**src/rtl/pattern_scan_arbiter.sv**
```systemverilog
// Round-robin arbiter sharing one serial "010"/"101" window detector between two requesters.
// Optional abort input enabled by defining PATTERN_SCAN_ABORT_EN.
module pattern_scan_arbiter #(
   parameter int unsigned WORD_W = 8,
   parameter int unsigned CNT_W  = 4
) (
   input  logic              clock,
   input  logic              reset_n,
`ifdef PATTERN_SCAN_ABORT_EN
   input  logic              abort,
`endif
   input  logic              req0_valid,
   input  logic [WORD_W-1:0] req0_data,
   output logic              req0_ready,
   input  logic              req1_valid,
   input  logic [WORD_W-1:0] req1_data,
   output logic              req1_ready,
   output logic              res_valid,
   output logic              res_id,
   output logic [CNT_W-1:0]  res_cnt_a,
   output logic [CNT_W-1:0]  res_cnt_b,
   input  logic              res_ready,
   output logic              busy
);

   localparam int unsigned BIT_W = $clog2(WORD_W);
   localparam logic [CNT_W-1:0] CNT_MAX = '1;

   typedef enum logic [1:0] {IDLE, SHIFT, DONE} state_t;

   state_t            state, state_d;
   logic [WORD_W-1:0] sreg, sreg_d;
   logic [1:0]        hist, hist_d;
   logic [BIT_W-1:0]  bit_cnt, bit_cnt_d;
   logic              last_grant, last_grant_d;
   logic              res_valid_d, res_id_d, busy_d;
   logic [CNT_W-1:0]  cnt_a_d, cnt_b_d;
   logic              grant;
   logic              accept;
   logic              abort_hit;
   logic [2:0]        window;

`ifdef PATTERN_SCAN_ABORT_EN
   assign abort_hit = abort;
`else
   assign abort_hit = 1'b0;
`endif

   // On a tie the requester that did not win last time is chosen
   always_comb begin
      grant      = (req0_valid && req1_valid) ? ~last_grant : req1_valid;
      req0_ready = reset_n && (state == IDLE) && req0_valid && !grant;
      req1_ready = reset_n && (state == IDLE) && req1_valid && grant;
      accept     = req0_ready || req1_ready;
   end

   assign window = {hist, sreg[WORD_W-1]};

   // Next-state and datapath updates
   always_comb begin
      state_d      = state;
      sreg_d       = sreg;
      hist_d       = hist;
      bit_cnt_d    = bit_cnt;
      last_grant_d = last_grant;
      res_valid_d  = res_valid;
      res_id_d     = res_id;
      cnt_a_d      = res_cnt_a;
      cnt_b_d      = res_cnt_b;

      case (state)
         IDLE: begin
            if (accept) begin
               sreg_d       = grant ? req1_data : req0_data;
               hist_d       = 2'b00;
               bit_cnt_d    = '0;
               cnt_a_d      = '0;
               cnt_b_d      = '0;
               res_id_d     = grant;
               last_grant_d = grant;
               state_d      = SHIFT;
            end
         end
         SHIFT: begin
            sreg_d    = {sreg[WORD_W-2:0], 1'b0};
            hist_d    = window[1:0];
            bit_cnt_d = bit_cnt + BIT_W'(1);
            // Windows are only complete from the third bit of the word onward
            if (bit_cnt >= BIT_W'(2)) begin
               if ((window == 3'b010) && (res_cnt_a != CNT_MAX)) cnt_a_d = res_cnt_a + CNT_W'(1);
               if ((window == 3'b101) && (res_cnt_b != CNT_MAX)) cnt_b_d = res_cnt_b + CNT_W'(1);
            end
            if (bit_cnt == BIT_W'(WORD_W - 1)) begin
               state_d     = DONE;
               res_valid_d = 1'b1;
            end
            if (abort_hit) begin
               state_d     = IDLE;
               res_valid_d = 1'b0;
            end
         end
         DONE: begin
            if (res_ready || abort_hit) begin
               state_d     = IDLE;
               res_valid_d = 1'b0;
            end
         end
         default: begin
            state_d     = IDLE;
            res_valid_d = 1'b0;
         end
      endcase

      busy_d = (state_d != IDLE);
   end

   always_ff @(posedge clock or negedge reset_n) begin
      if (!reset_n) begin
         state      <= IDLE;
         sreg       <= '0;
         hist       <= 2'b00;
         bit_cnt    <= '0;
         last_grant <= 1'b1;
         res_valid  <= 1'b0;
         res_id     <= 1'b0;
         res_cnt_a  <= '0;
         res_cnt_b  <= '0;
         busy       <= 1'b0;
      end else begin
         state      <= state_d;
         sreg       <= sreg_d;
         hist       <= hist_d;
         bit_cnt    <= bit_cnt_d;
         last_grant <= last_grant_d;
         res_valid  <= res_valid_d;
         res_id     <= res_id_d;
         res_cnt_a  <= cnt_a_d;
         res_cnt_b  <= cnt_b_d;
         busy       <= busy_d;
      end
   end

endmodule

```
**config.mk**
```make
export PLATFORM = sky130hd
export DESIGN_NAME = pattern_scan_arbiter
export DESIGN_NICKNAME = d
export VERILOG_FILES = /design/src/rtl/pattern_scan_arbiter.sv
export SDC_FILE = /design/constraint.sdc
export NUM_CORES = 1
export LEC_CHECK = 0
export CORE_MARGIN = 4
export CORE_UTILIZATION = 40
export CTS_CLUSTER_SIZE = 20
export DETAILED_ROUTE_END_ITERATION = 6
export GPL_TIMING_DRIVEN = 0
export HOLD_SLACK_MARGIN = 0.02
export PLACE_DENSITY = 0.77
export SYNTH_ARGS = -nofsm -noshare
export SYNTH_HDL_FRONTEND = slang
export SYNTH_SLANG_ARGS = --single-unit
```
**constraint.sdc**
```tcl
create_clock -name clock -period 1.9 [get_ports clock]
set_clock_uncertainty 0.15 [all_clocks]
set_input_delay 0.285 -clock clock [delete_from_list [all_inputs] [get_ports clock]]
set_output_delay 0.285 -clock clock [all_outputs]
set_load 0.01 [all_outputs]
```
==> impl_metrics.yaml <==
timing:
  finalMaxSlewViolations: 0
  layout_setup_ws_ns: 0.0431
  post-route-period-util_pct: 97.7
  fin_crit_ns: 1.86
  worstMarginPinSlew_ns: 0.398
  hold_viol: 0
  relSlewSlack_pct: 73.5
  setup_violations: 0
  clock.fmax_ghz: 0.539
  rsz0062_at_grt: "true"
worst_setup_path:
  worst-path-buf-inv: 2
  cp_cell_sequence: "buf_6 > and2b_1 > buf_6 > o31ai_4 > or4_4 > a21boi_2"
  cp.required_ns: 2.04
  cpPeakStageDelay_ns: 0.53
  path_delay_family: "simple AND/OR/NAND/NOR gates"
  path_common_cell: "buf_6"
  path_max_fanout: 5
  slowest_stage: "or4_4"
  path_class: "register to register"
  start_kind: "register"
  endpoint_kind: "register"
  cp.arrival_ns: 1.99
clock_network:
  worstSkewPairLatency_ns: 0.34
  cts_buffers: 3
  htreeDepth: 1
  ctsLongestPathBuffers: 2
  cts_tree: "yes"
  cts_root_buffer: "clkbuf_4"
  cts_sinks: 27
  clk_pin_slew_ns: 0.16
yosys:
  synthesis.nets: 159
  synth.avg_cell_area_sq_um: 10.5
  synth_area_sq_mm: 0.00140
  ys_ff_latch: 27
  yosysUniqueCellTypes: 35
  yosysWarnings: 0
  synthCells: 133
  yosysSeqAreaShare_pct: 48.3
power_and_ir_drop:
  leakage_nw: 0.836
  vdd_ir_drop_max_mv: 0.748
  finalPower_mw: 2.59
  p_per_area_mw_per_mm2: 1350
layout:
  drive_gt1_share_pct: 16.8
  final_nets: 206
  diodes: 0
  mostFrequentLayoutCell: "clkdlybuf4s50_1"
  synthToLayoutAreaGrowth_pct: 37.4
  final_cell_mix: "29 x clkdlybuf4s50_1, 24 x dfrtp_1, 12 x nor2_1, 12 x mux2i_1, 10 x nand2_1"
  post-route-util_pct: 57.3
run_status:
  status: "complete, no violations"
floorplan:
  die_h_microns: 67.2
  rows: 21
  die_w_microns: 67.2
  io_pins: 34
  start_util_pct: 41.7
  core_area_sq_mm: 0.00336
  die-area_sq_mm: 0.00452
placed_design:
  port_buffers: 33
  gp_congestion: 0.757
  dp_slack_ns: -1.55
  dp_hpwl_microns: 2220
drt:
  drtIter0Drc: 65
  first_pass_iters: 4
  routed_wirelength_microns: 3080
  routedWlPerCell_microns: 13.7
  routed_via_density: 5.37
  dr_total_vias: 1209
  ant_nets: 0
  remaining_drc_errors: 0
global_route:
  antenna_found_initial: 0
  grt_overflow: 0
  grt_usage_pct: 14.9
  grt_pass1_vias: 1217
  grt_start_max_net_pins: 28
  grt_pass1_wl_microns: 5200
job:
  maxCapViolCount: 0
hold_path:
  hold_class: "input pin to register"
[Yosys cell counts]
| cell | count | area, sq um |
|---|---|---|
| a211oi_1 | 7 | 52.6 |
| a21boi_0 | 1 | 7.51 |
| a21boi_1 | 2 | 15.0 |
| a21o_1 | 8 | 60.1 |
| a21oi_1 | 2 | 10.0 |
| a22o_1 | 3 | 26.3 |
| a31oi_1 | 1 | 6.26 |
| and2_1 | 1 | 6.26 |
| and2b_1 | 1 | 7.51 |
| buf_2 | 2 | 10.0 |
| buf_6 | 1 | 11.3 |
| clkbuf_1 | 3 | 11.3 |
| dfrtp_1 | 26 | 651 |
| dfstp_2 | 1 | 26.3 |
| ha_1 | 5 | 62.6 |
| inv_1 | 4 | 15.0 |
| mux2_2 | 1 | 11.3 |
| mux2i_1 | 12 | 120 |
| nand2_1 | 10 | 37.5 |
| nand2b_1 | 2 | 12.5 |
| nand3_1 | 5 | 25.0 |
| nand3b_1 | 2 | 15.0 |
| nand4b_1 | 1 | 8.76 |
| nor2_1 | 12 | 45.0 |
| nor3_1 | 1 | 5.00 |
| nor3b_1 | 1 | 7.51 |
| o211ai_1 | 2 | 15.0 |
| o21a_1 | 2 | 15.0 |
| o21ai_0 | 5 | 25.0 |
| o21ai_2 | 1 | 8.76 |
| o21bai_1 | 1 | 7.51 |
| o31ai_1 | 3 | 22.5 |
| o31ai_4 | 1 | 21.3 |
| or2_2 | 1 | 6.26 |
| or4_1 | 2 | 15.0 |
[routing by layer]
| layer | track usage, % | wire length, microns | part of all wire, % |
|---|---|---|---|
| met5 | 0 | 0 | 0 |
| met4 | 3.04 | 25 | 0.81 |
| met3 | 5.32 | 197 | 6.4 |
| met2 | 27.2 | 1550 | 51 |
| met1 | 16.7 | 1300 | 42 |
[per-stage QoR]
step | cell area (sq um) | std cells | setup TNS (ns) | hold slack, ns
floorplan | 1400 | 133 | 0 | -0.161
global placement | 1790 | 212 | -26.70 | 0.311
detailed placement | 1790 | 212 | -29.31 | 0.320
CTS | 1900 | 224 | 0 | 0.253
global route | 1930 | 225 | -0.0257 | 0.257
finish | 1930 | 225 | 0 | 0.257
[flip-flops by register name, indices dropped and copies added (netlist names)]
| signal | flops |
|---|---|
| busy | 1 |
| state | 2 |
| res_cnt_a | 4 |
| res_valid | 1 |
| bit_cnt | 3 |
| last_grant | 1 |
| hist | 2 |
| res_id | 1 |
| sreg | 8 |
| res_cnt_b | 4 |
[kinds of logic after synthesis]
kind of cell / Yosys count / synth area share (%)
flip-flops: 27 / 48.3
AND/OR/NAND/NOR: 39 / 13.6
buffers and inverters: 10 / 3.39
AO/OA/AOI/OAI: 39 / 20.9
adder cells (fa/ha/maj): 5 / 4.46
multiplexers: 13 / 9.37
[final timing paths]
kind / start / endpoint / slack [ns] / cells past startpoint
worst max-delay path: state[1] / res_cnt_b[3] / 0.04 / 6
worst min-delay path: req1_valid / last_grant / 0.26 / 3
worst max register to register: state[1] / res_cnt_b[3] / 0.04 / 6
worst min register to register: sreg[1] / sreg[1] / 0.35 / 1
max in group asynchronous: reset_n / last_grant / 1.02 / 3
min in group asynchronous: reset_n / busy / 0.32 / 3
[cell type report]
class / instances / area (sq um)
multi-input cells: 97 / 709
inverters: 4 / 15.0
fillers: 321 / 1440
repair buffers: 42 / 403
clock inverters: 1 / 7.51
plain buffers: 5 / 32.5
clock buffers: 3 / 22.5
well taps: 46 / 57.6
flip-flops and latches: 27 / 679
[where the power goes]
part           leakage [nW]  internal [mW]  switching, mW  total (mW)
logic                 0.494          0.685          0.619        1.30
registers             0.328          0.822          0.208        1.03
clock network        0.0139         0.0806          0.178       0.259
[worst reg2reg max path, delay by kind of cell (launching register included)]
kind                   cells  cell delay [ns]
DFF                        1             0.47
buffers and inverters      2             0.24
AOI/OAI and AO/OA          2             0.22
and+or+nand+nor            2             0.73
[what timing repair did]
action,in CTS,in global routing
hold buffers,2,0
endpoints found under the hold margin,27,0
gates resized for setup,21,5
pin swaps,2,4
endpoints found under the setup margin,27,5
setup buffers,6,1
cloned,0,1
Power figures use the tool's default switching activity.
